### config.mk
export PLATFORM = sky130hd
export DESIGN_NAME = song_sequencer
export DESIGN_NICKNAME = d
export VERILOG_FILES = /design/src/rtl/song_pkg.sv /design/src/rtl/beat_duration_counter.sv /design/src/rtl/dff.sv /design/src/rtl/song_sequencer.sv
export SDC_FILE = /design/constraint.sdc
export NUM_CORES = 1
export LEC_CHECK = 0
export BUFFER_PORTS_ARGS = -buffer_cell sky130_fd_sc_hd__buf_2
export CORE_MARGIN = 2
export CORE_UTILIZATION = 54
export DETAILED_ROUTE_END_ITERATION = 6
export PLACE_DENSITY = 0.79
export SLEW_MARGIN = 5
export SYNTH_ARGS = -nofsm -noshare
export SYNTH_HDL_FRONTEND = slang
export SYNTH_HIERARCHICAL = 1
export SYNTH_SLANG_ARGS = --single-unit
### constraint.sdc
create_clock -name clk -period 3 [get_ports clk]
set_input_delay 0.3 -clock clk [delete_from_list [all_inputs] [get_ports clk]]
set_output_delay 0.3 -clock clk [all_outputs]
set_load 0.1 [all_outputs]
### src/rtl/song_pkg.sv
// Shared song sequencer definitions: default widths, markers, ROM field layout, state encoding.
// The GAP state exists only when NOTE_GAP_EN is defined.
package song_pkg;
    localparam int DEF_ADDR_W    = 5;
    localparam int DEF_SONG_W    = 2;
    localparam int DEF_NOTE_W    = 6;
    localparam int DEF_DUR_W     = 6;
    localparam int END_MARKER    = 0;
    localparam int REST          = 0;
    // rom_data = {note, duration}: duration in the low bits, note directly above it
    localparam int DUR_FIELD_LSB = 0;

    typedef enum logic [2:0] {
        ST_IDLE     = 3'd0,
        ST_FETCH    = 3'd1,
        ST_WAIT_ROM = 3'd2,
        ST_PLAY     = 3'd3,
        ST_END      = 3'd4
`ifdef NOTE_GAP_EN
        ,
        ST_GAP      = 3'd5
`endif
    } state_t;
endpackage

### src/rtl/beat_duration_counter.sv
// Beat down-counter for the current note; last flags the beat that finishes the note.
module beat_duration_counter
    import song_pkg::*;
#(
    parameter int W = DEF_DUR_W
) (
    input  logic         clk,
    input  logic         reset,
    input  logic         clear,
    input  logic         load,
    input  logic [W-1:0] load_val,
    input  logic         en,
    output logic         last
);
    localparam logic [W-1:0] ONE  = {{(W-1){1'b0}}, 1'b1};
    localparam logic [W-1:0] ZERO = {W{1'b0}};

    logic [W-1:0] count_r;
    logic [W-1:0] count_next_s;

    // next count: load a fresh duration or consume one beat, never below zero
    always_comb begin
        count_next_s = count_r;
        if (load) begin
            count_next_s = load_val;
        end else if (en && (count_r != ZERO)) begin
            count_next_s = count_r - ONE;
        end else begin
            count_next_s = count_r;
        end
    end

    dff #(.W(W), .RST_VAL(ZERO)) u_count_reg (
        .clk   (clk),
        .reset (reset),
        .srst  (clear),
        .d     (count_next_s),
        .q     (count_r)
    );

    assign last = en && (count_r == ONE);
endmodule

### src/rtl/dff.sv
// Generic register: asynchronous active-high reset plus synchronous clear, both to RST_VAL.
module dff #(
    parameter int           W       = 1,
    parameter logic [W-1:0] RST_VAL = {W{1'b0}}
) (
    input  logic         clk,
    input  logic         reset,
    input  logic         srst,
    input  logic [W-1:0] d,
    output logic [W-1:0] q
);
    // state register, clear has priority over new data
    always_ff @(posedge clk or posedge reset) begin
        if (reset) begin
            q <= RST_VAL;
        end else if (srst) begin
            q <= RST_VAL;
        end else begin
            q <= d;
        end
    end
endmodule

### src/rtl/song_sequencer.sv
// Song sequencer: walks a song ROM and holds each note for its beat count.
// Define NOTE_GAP_EN to insert a one-beat rest between consecutive notes.
module song_sequencer
    import song_pkg::*;
#(
    parameter int ADDR_W = DEF_ADDR_W,
    parameter int SONG_W = DEF_SONG_W,
    parameter int NOTE_W = DEF_NOTE_W,
    parameter int DUR_W  = DEF_DUR_W
) (
    input  logic                     clk,
    input  logic                     reset,
    input  logic                     play,
    input  logic                     restart,
    input  logic [SONG_W-1:0]        song_sel,
    input  logic                     beat,
    output logic [SONG_W+ADDR_W-1:0] rom_addr,
    input  logic [NOTE_W+DUR_W-1:0]  rom_data,
    output logic [NOTE_W-1:0]        note,
    output logic                     new_note,
    output logic                     playing,
    output logic                     song_done
);
    localparam logic [ADDR_W-1:0] IDX_ZERO = {ADDR_W{1'b0}};
    localparam logic [ADDR_W-1:0] IDX_ONE  = {{(ADDR_W-1){1'b0}}, 1'b1};
    localparam logic [ADDR_W-1:0] IDX_LAST = {ADDR_W{1'b1}};
    localparam logic [NOTE_W-1:0] NOTE_REST = NOTE_W'(REST);
    localparam logic [DUR_W-1:0]  DUR_END   = DUR_W'(END_MARKER);

    state_t              state_r;
    logic [ADDR_W-1:0]   index_r;
    logic [SONG_W-1:0]   song_r;
    logic [ADDR_W-1:0]   next_index_s;
    logic [NOTE_W-1:0]   rom_note_s;
    logic [DUR_W-1:0]    rom_dur_s;
    logic                restart_s;
    logic                cnt_last_s;

    assign rom_dur_s    = rom_data[DUR_FIELD_LSB +: DUR_W];
    assign rom_note_s   = rom_data[DUR_FIELD_LSB + DUR_W +: NOTE_W];
    assign next_index_s = index_r + IDX_ONE;
    assign restart_s    = restart && (state_r != ST_IDLE);

    beat_duration_counter #(.W(DUR_W)) u_dur_cnt (
        .clk      (clk),
        .reset    (reset),
        .clear    (restart_s),
        .load     ((state_r == ST_WAIT_ROM) && (rom_dur_s != DUR_END)),
        .load_val (rom_dur_s),
        .en       ((state_r == ST_PLAY) && play && beat),
        .last     (cnt_last_s)
    );

    // sequencer FSM; every output is a register updated here
    always_ff @(posedge clk or posedge reset) begin
        if (reset) begin
            state_r   <= ST_IDLE;
            index_r   <= IDX_ZERO;
            song_r    <= {SONG_W{1'b0}};
            rom_addr  <= {(SONG_W+ADDR_W){1'b0}};
            note      <= NOTE_REST;
            new_note  <= 1'b0;
            playing   <= 1'b0;
            song_done <= 1'b0;
        end else begin
            new_note <= 1'b0;
            playing  <= 1'b0;
            if (restart_s) begin
                // restart outranks any beat arriving in the same cycle
                song_r    <= song_sel;
                index_r   <= IDX_ZERO;
                rom_addr  <= {song_sel, IDX_ZERO};
                note      <= NOTE_REST;
                song_done <= 1'b0;
                state_r   <= ST_FETCH;
            end else begin
                case (state_r)
                    ST_IDLE: begin
                        note      <= NOTE_REST;
                        song_done <= 1'b0;
                        if (play) begin
                            song_r   <= song_sel;
                            index_r  <= IDX_ZERO;
                            rom_addr <= {song_sel, IDX_ZERO};
                            state_r  <= ST_FETCH;
                        end else begin
                            state_r <= ST_IDLE;
                        end
                    end
                    ST_FETCH: begin
                        state_r <= ST_WAIT_ROM;
                    end
                    ST_WAIT_ROM: begin
                        if (rom_dur_s == DUR_END) begin
                            note      <= NOTE_REST;
                            song_done <= 1'b1;
                            state_r   <= ST_END;
                        end else begin
                            note     <= rom_note_s;
                            new_note <= 1'b1;
                            playing  <= play;
                            state_r  <= ST_PLAY;
                        end
                    end
                    ST_PLAY: begin
                        if (cnt_last_s) begin
                            if (index_r == IDX_LAST) begin
                                note      <= NOTE_REST;
                                song_done <= 1'b1;
                                state_r   <= ST_END;
                            end else begin
                                index_r <= next_index_s;
`ifdef NOTE_GAP_EN
                                note    <= NOTE_REST;
                                state_r <= ST_GAP;
`else
                                // old note stays audible while the next entry is fetched
                                rom_addr <= {song_r, next_index_s};
                                state_r  <= ST_FETCH;
`endif
                            end
                        end else begin
                            playing <= play;
                            state_r <= ST_PLAY;
                        end
                    end
`ifdef NOTE_GAP_EN
                    ST_GAP: begin
                        if (beat && play) begin
                            rom_addr <= {song_r, index_r};
                            state_r  <= ST_FETCH;
                        end else begin
                            state_r <= ST_GAP;
                        end
                    end
`endif
                    ST_END: begin
                        if (!play) begin
                            song_done <= 1'b0;
                            state_r   <= ST_IDLE;
                        end else begin
                            state_r <= ST_END;
                        end
                    end
                    default: begin
                        note      <= NOTE_REST;
                        song_done <= 1'b0;
                        state_r   <= ST_IDLE;
                    end
                endcase
            end
        end
    end
endmodule
### After elaboration in Yosys (flattened, before gate mapping)

Index checks and enable logic that the tools add are counted.

| word-level totals | value |
|---|---|
| word-level logic and storage cells | 86 |
| bits in registers | 32 |

| operators by class | value |
|---|---|
| mux-type cells | 41 |
| add/subtract/negate cells | 2 |
| reduce and logical (&&, ||, !) cells | 20 |
| equal/unequal tests | 14 |

Operators by type and width:

| operator | count |
|---|---|
| $mux W6 | 7 |
| $mux W7 | 4 |
| $mux W5 | 4 |
| $pmux W6 S3 | 1 |
| $mux W3 | 5 |
| $pmux W3 S5 | 1 |
| $pmux W7 S2 | 1 |
| $mux W1 | 12 |
| $ne A3 B3 Y1 const B | 4 |
| $reduce_bool A6 Y1 | 2 |
| $pmux W5 S2 | 1 |
| $reduce_bool A3 Y1 | 3 |
| $eq A3 B2 Y1 const B | 2 |
| $eq A6 B1 Y1 const B | 1 |
| $logic_and A1 B1 Y1 | 6 |
| $logic_not A6 Y1 | 1 |
| $mux W2 | 3 |
| $ne A3 B2 Y1 const B | 2 |
| $sub A6 B1 Y6 const B | 1 |
| $add A5 B1 Y5 const B | 1 |
| $eq A5 B5 Y1 const B | 1 |
| $reduce_and A5 Y1 | 1 |
| $pmux W1 S4 | 1 |
| $reduce_and A4 Y1 | 1 |
| 10 further kinds | 11 |

### Logic depth before layout (Yosys ltp)

Gate-level depths: netlist of the first run.

| depth | value |
|---|---|
| depth after elaboration | 7 |
| gate-level depth with buffers | 8 |

### Modules after synthesis

The synthesis of the first run kept the hierarchy.

Modules (own cells, without submodules):

| module | instances | cells each | area each (um^2) |
|---|---|---|---|
| song_sequencer | 1 | 101 | 1126.1 |
| beat_duration_counter | 1 | 42 | 292.8 |
| dff | 1 | 13 | 191.4 |

### Least setup slack after synthesis of the first run

OpenSTA, ideal clock, no wires.

| timing | value |
|---|---|
| path type | register to register |
| start | register rom_addr[0] (netlist name) |
| end | register rom_addr[5] |
| path slack | 0.507 ns |
| library setup time | 0.126 ns |
| path buffers | 0 |
| cell stages (with the launch flop) | 8 |
| data arrival time | 2.367 ns |
| data required time | 2.874 ns |
| cells stage by stage | dfrtp_1 ha_1 and3_1 ha_1 nor2b_1 nor3_2 a21oi_4 mux2_4 |

RTL lines:

| item | RTL line | source |
|---|---|---|
| end signal: assignment | song_sequencer.sv:60 | `rom_addr <= {(SONG_W+ADDR_W){1'b0}};` |
| end signal: assignment | song_sequencer.sv:72 | `rom_addr <= {song_sel, IDX_ZERO};` |
| end signal: assignment | song_sequencer.sv:84 | `rom_addr <= {song_sel, IDX_ZERO};` |
| end: declaration | song_sequencer.sv:17 | `output logic [SONG_W+ADDR_W-1:0] rom_addr,` |

### Worst setup path after layout of the first run

| timing | value |
|---|---|
| start | register state_r[1] |
| end | register rom_addr[6] |

| between the ends | value |
|---|---|
| longest elaborated chain between the ends | 6 |

Ends and longest elaborated chain:

| item | RTL line | source |
|---|---|---|
| start: declaration | song_sequencer.sv:30 | `state_t state_r;` |
| start signal: assignment | song_sequencer.sv:57 | `state_r <= ST_IDLE;` |
| start signal: assignment | song_sequencer.sv:75 | `state_r <= ST_FETCH;` |
| start signal: assignment | song_sequencer.sv:85 | `state_r <= ST_FETCH;` |
| $eq A3 B2 Y1 | song_sequencer.sv:50 | `.en ((state_r == ST_PLAY) && play && beat),` |
| $logic_and A1 B1 Y1 (2 in series) | song_sequencer.sv:50 |  |
| $logic_and A1 B1 Y1 | beat_duration_counter.sv:41 | `assign last = en && (count_r == ONE);` |
| net cnt_last_s | song_sequencer.sv:37 | `logic cnt_last_s;` |
| $ne A3 B3 Y1 (no source line) | -- |  |
| $reduce_and A4 Y1 (no source line) | -- |  |

The timed path passes the listed nets, and every way through them passes these cells.
A chain may end at the register's enable or synchronous reset.

==> results of run 1 <==
==> cells in the mapped netlist (all sizes together) (2+ instances only) <==
cell / number
ha: 5
nor3b: 4
nor2: 7
nand3b: 2
mux2i: 3
nor4: 3
dfrtp: 27
o31a: 2
nand3: 7
nand2: 10
a211o: 3
o31ai: 2
a21oi: 10
inv: 13
clkbuf: 2
o21ai: 4
or4b: 3
nor2b: 11
a2111oi: 2
nor3: 5
and3: 4
a22o: 6
mux2: 6
nand2b: 2
==> registers in the layout, summed over array words and instances (netlist names) <==
| name | cells |
|---|---|
| new_note | 1 |
| note | 6 |
| playing | 1 |
| rom_addr | 7 |
| song_done | 1 |
| song_r | 2 |
| state_r | 3 |
| u_dur_cnt/u_count_reg/q | 6 |
==> per-stage QoR <==
| step | cell area (µm²) | hold slack [ns] |
|---|---|---|
| 3_3_place_gp | 1810 | 0.225 |
| 5_1_grt | 1850 | 0.162 |
| 3_5_place_dp | 1810 | 0.234 |
| 6_report | 1850 | 0.172 |
| 2_1_floorplan | 1610 | 0.0910 |
| 4_1_cts | 1850 | 0.171 |
==> final cells by class <==
| class | count | area (µm²) | share of cell area [%] |
|---|---|---|---|
| Multi-Input combinational cell | 113 | 871 | 47.1 |
| Sequential cell | 27 | 676 | 36.5 |
| Tap cell | 31 | 38.8 | 2.10 |
| Inverter | 13 | 48.8 | 2.64 |
| Timing Repair Buffer | 36 | 188 | 10.1 |
| Clock inverter | 1 | 5.00 | 0.271 |
| Clock buffer | 3 | 22.5 | 1.22 |
==> layer usage <==
metal	part of all wire (%)	global-route usage (%)	vias up
met5	0	0	-
met4	0.88	6.17	0
met3	4.3	2.64	4
met2	50	40.6	41
met1	44	30.8	648
li1	-	-	645
==> cells by family after synthesis <==
kind of cell | count (synthesis) | share of synthesized area (%)
AND/OR/NAND/NOR | 62 | 24.6
buffers and inverters | 16 | 3.96
flip-flops | 27 | 42.0
adder cells (fa/ha/maj) | 5 | 3.89
multiplexers | 9 | 6.53
AO/OA/AOI/OAI | 37 | 19.0
==> path summary, 6_finish.rpt <==
check | start | endpoint | cells after the start
setup / recovery | state_r[1] | rom_addr[6] | 8
hold / removal | rom_data[9] | note[3] | 2
setup reg to reg | state_r[1] | rom_addr[6] | 8
hold reg to reg | note[1] | note[1] | 1
max in group asynchronous | reset | playing | 3
min in group asynchronous | reset | u_dur_cnt/u_count_reg/q[3] | 3
==> power breakdown <==
part           internal (mW)  switching [mW]
clock                 0.0500           0.110
combinational          0.287           0.625
sequential             0.453           0.102
total                  0.790           0.837
==> worst max-delay path: stages (launching register included) <==
cell	delay [ns]
dfrtp_1	0.53
inv_1	0.13
nor3b_1	0.24
and3_1	0.34
and4b_1	0.33
nor2b_1	0.30
nor3_2	0.09
a21oi_4	0.26
mux2_4	0.33
==> timing repair <==
| item | in CTS | in global routing |
|---|---|---|
| hold endpoints to repair | 6 | 0 |
| hold buffers | 1 | 0 |
| resized for setup | 0 | 0 |
==> flow_summary.json, run 1 <==
{
  "final_common_cell": "buf_2",
  "period_share_pct": 88.5,
  "place_ws_ns": 0.413,
  "critPathArrivalTime_ns": 2.89,
  "clk_pin_slew_worst_paths_ns": 0.16,
  "fin_nets": 218,
  "dieHeight_um": 58.6,
  "root_buffer": "clkbuf_4",
  "status": "finished with violations",
  "regToRegSetupSlack_ns": 0.34,
  "p_per_area_nw_per_um2": 879,
  "htreeDepth": 1,
  "p_leak_nw": 0.878,
  "portBuffers": 34,
  "grt_overflow": 0,
  "synth.top_cells.by_area": "dfrtp_1, nor2b_1, ha_1",
  "fmax_mhz": 376,
  "die-area_um2": 3430,
  "cp.required_ns": 3.23,
  "fin_skew_ns": 0.0124,
  "cp_max_fo": 8,
  "rsz0062_at_grt": "false",
  "hold_violations": 0,
  "place.gp.congestion": 0.944,
  "layout_setup_ws_ns": 0.344,
  "finalSetupTns_ns": 0,
  "syn-cell-area_um2": 1610,
  "grt_pass1_vias": 1344,
  "setup_viol": 0,
  "rows": 19,
  "post-dp-hpwl_um": 2660,
  "drt_iter0_drc": 45,
  "synth_edf_count": 0,
  "worst_pin_slew_ns": 0.792,
  "vias_per_cell": 5.97,
  "antenna_found_initial": 0,
  "cts_buffers": 3,
  "synth_area_leader_cell": "dfrtp_1",
  "failed_checks": "DRC",
  "async_flop_share_pct": 100,
  "ys.flop_type": "dfrtp_1",
  "grt_pass1_wl_um": 6100,
  "fin_total_pwr_mw": 1.63,
  "start_kind": "flip-flop",
  "yosysSeqAreaShare_pct": 42.0,
  "clock_path_buffers": 2,
  "min_period_ns": 2.66,
  "final_cell_mix": "buf_2, dfrtp_1, inv_1",
  "clock_latency_ns": 0.33,
  "dp.cells": 219,
  "irDropWorstVdd_uv": 612,
  "first_pass_iters": 6,
  "fillers": 226,
  "cts.sinks": 27,
  "area_delta_synth_final_pct": 14.8,
  "relSlewSlack_pct": 47.1,
  "start_util_pct": 57.4,
  "yosys_warnings": 6,
  "groute.usage.overall_pct": 23.2,
  "grt_start_max_net_pins": 22,
  "drt-total-wl_um": 3510,
  "via_count": 1338,
  "maxCapViolations": 0,
  "crit_type": "reg2reg",
  "drive_above_1_share_pct": 28.5,
  "drc": 1,
  "post_cts_buffers": 0,
  "antenna_cells": 0,
  "io-pin-count": 35,
  "wl_per_cell_um": 15.6,
  "post-route-util_pct": 65.9,
  "cts_tree": "done",
  "synth_nets": 180,
  "synth.ff_latch_count": 27,
  "synth_top_area_share_pct": 42.0,
  "synthCells": 156,
  "hold_class": "in2reg",
  "slew_violations": 0,
  "ant_nets": 0,
  "core_um2": 2810,
  "final_cell_count_no_fill": 224,
  "die_x_um": 58.6,
  "synth.distinct_cells": 49,
  "syn_avg_cell_area_um2": 10.3,
  "cp-end-kind": "flip-flop"
}
(Power assumes the default switching activity.)
==> run 2: changes to the inputs <==
- CORE_UTILIZATION: 54 -> 58
- PLACE_DENSITY: 0.79 -> 0.84
- clock period: 3 -> 3.2 ns (I/O delays scaled with it)
==> flow_summary.json, run 2 (same netlist as run 1, synthesis figures left out) <==
{
  "status": "complete, no violations",
  "min_period_ns": 2.79,
  "fillers": 213,
  "clock_latency_ns": 0.34,
  "cp_top_family": "simple AND/OR/NAND/NOR gates",
  "antenna_found_initial": 0,
  "seq_area_um2": 676,
  "p_leak_nw": 0.869,
  "slowest_stage": "dfrtp_1",
  "setup_viol": 0,
  "period_share_pct": 87.2,
  "critPathArrivalTime_ns": 3.03,
  "grt_overflow": 0,
  "cts_buffers": 3,
  "maxCapViolations": 0,
  "fin_nets": 217,
  "antenna_cells": 0,
  "multiInputGateArea_um2": 871,
  "rsz0062_at_grt": "false",
  "die_x_um": 56.7,
  "wl_per_cell_um": 15.5,
  "cts.sinks": 27,
  "irDropWorstVdd_uv": 698,
  "place.gp.congestion": 0.845,
  "ant_nets": 0,
  "final_common_cell": "buf_2",
  "p_per_area_nw_per_um2": 818,
  "r2r_start": "state_r[1]",
  "critPathMaxStageDelay_ns": 0.52,
  "post_dp_cell_area_um2": 1800,
  "cp_cell_sequence": "inv_1 -> nor3b_1 -> and3_1 -> and4b_1 -> nor2b_1 -> nor3_2 -> a21oi_4 -> mux2_4",
  "die-area_um2": 3210,
  "area_delta_synth_final_pct": 14.5,
  "drc": 0,
  "grt_pass1_vias": 1292,
  "clk_pin_slew_worst_paths_ns": 0.15,
  "largest_reg_flops": 7,
  "fmax_mhz": 358,
  "drt-total-wl_um": 3470,
  "hold_class": "in2reg",
  "first_pass_iters": 5,
  "via_count": 1386,
  "rows": 19,
  "root_buffer": "clkbuf_4",
  "relSlewSlack_pct": 48.1,
  "start_kind": "flip-flop",
  "hp-start": "rom_data[7]",
  "drt_iter0_drc": 38,
  "portBuffers": 34,
  "clock_path_buffers": 2,
  "grt_start_max_net_pins": 22,
  "cp_max_fo": 8,
  "final_cell_mix": "buf_2, dfrtp_1, inv_1",
  "finalSetupTns_ns": 0,
  "top_register": "rom_addr",
  "grt_pass1_wl_um": 5680,
  "groute.usage.overall_pct": 22.5,
  "core_um2": 2690,
  "fin_total_pwr_mw": 1.51,
  "dieHeight_um": 56.7,
  "cp.required_ns": 3.44,
  "worstSetupStartpoint": "state_r[1]",
  "path_buf_inv": 1,
  "hold_violations": 0,
  "top_regs": "rom_addr (7), note (6), u_dur_cnt/u_count_reg/q (6)",
  "fin_skew_ns": 0.00569,
  "io-pin-count": 35,
  "crit_type": "reg2reg",
  "drive_above_1_share_pct": 28.1,
  "post-dp-hpwl_um": 2660,
  "slew_violations": 0,
  "worst_pin_slew_ns": 0.777,
  "cts_tree": "done",
  "htreeDepth": 1,
  "start_util_pct": 59.9,
  "design_area_um2": 1840,
  "cp-end-kind": "flip-flop",
  "vias_per_cell": 6.22
}
[run 2: final timing paths]
check / end / slack (ns) / cells past startpoint
max in group asynchronous: rom_addr[0] / 2.07 / 3
min in group asynchronous: u_dur_cnt/u_count_reg/q[0] / 0.43 / 3
worst min register to register: song_r[1] / 0.53 / 1
worst min-delay path: note[1] / 0.19 / 2
worst max-delay path: rom_addr[6] / 0.41 / 8
worst max register to register: rom_addr[6] / 0.41 / 8
[run 2: layer usage]
layer | up-vias | wire [µm] | GRT usage [%] | part of all wire (%)
li1 | 645 | - | - | -
met1 | 685 | 1390 | 25.3 | 40
met2 | 48 | 1830 | 40.7 | 53
met3 | 8 | 171 | 4.38 | 4.9
met4 | 0 | 69 | 9.86 | 2.0
met5 | - | 0 | 0 | 0
[run 2: per-stage QoR]
stage          setup WS, ns  utilization, %  cells  hold WS (ns)
2_1_floorplan         0.707               -    156         0.111
3_3_place_gp          0.623            67.2    218         0.264
3_5_place_dp          0.468            67.2    218         0.268
4_1_cts               0.429            68.7    223         0.189
5_1_grt               0.158            68.7    223         0.179
6_report              0.408            68.7    223         0.191
[run 2: what timing repair did]
action | in CTS | in global routing
hold buffers | 1 | 0
setup buffers | 0 | 0
endpoints found under the hold margin | 6 | 0
gates resized for setup | 0 | 0
[run 2: final cells by class]
cell class              instances  share of cell area (%)
well taps                      31                    2.10
repair buffers                 35                    9.77
inverters                      13                    2.65
clock inverters                 1                   0.407
flip-flops and latches         27                    36.6
multi-input cells             113                    47.2
clock buffers                   3                    1.22
[run 2: where the power goes]
part / leakage (nW) / internal [mW] / switching [mW] / total (mW)
sequential: 0.356 / 0.424 / 0.0938 / 0.518
clock: 0.0139 / 0.0480 / 0.108 / 0.156
combinational: 0.499 / 0.259 / 0.575 / 0.834
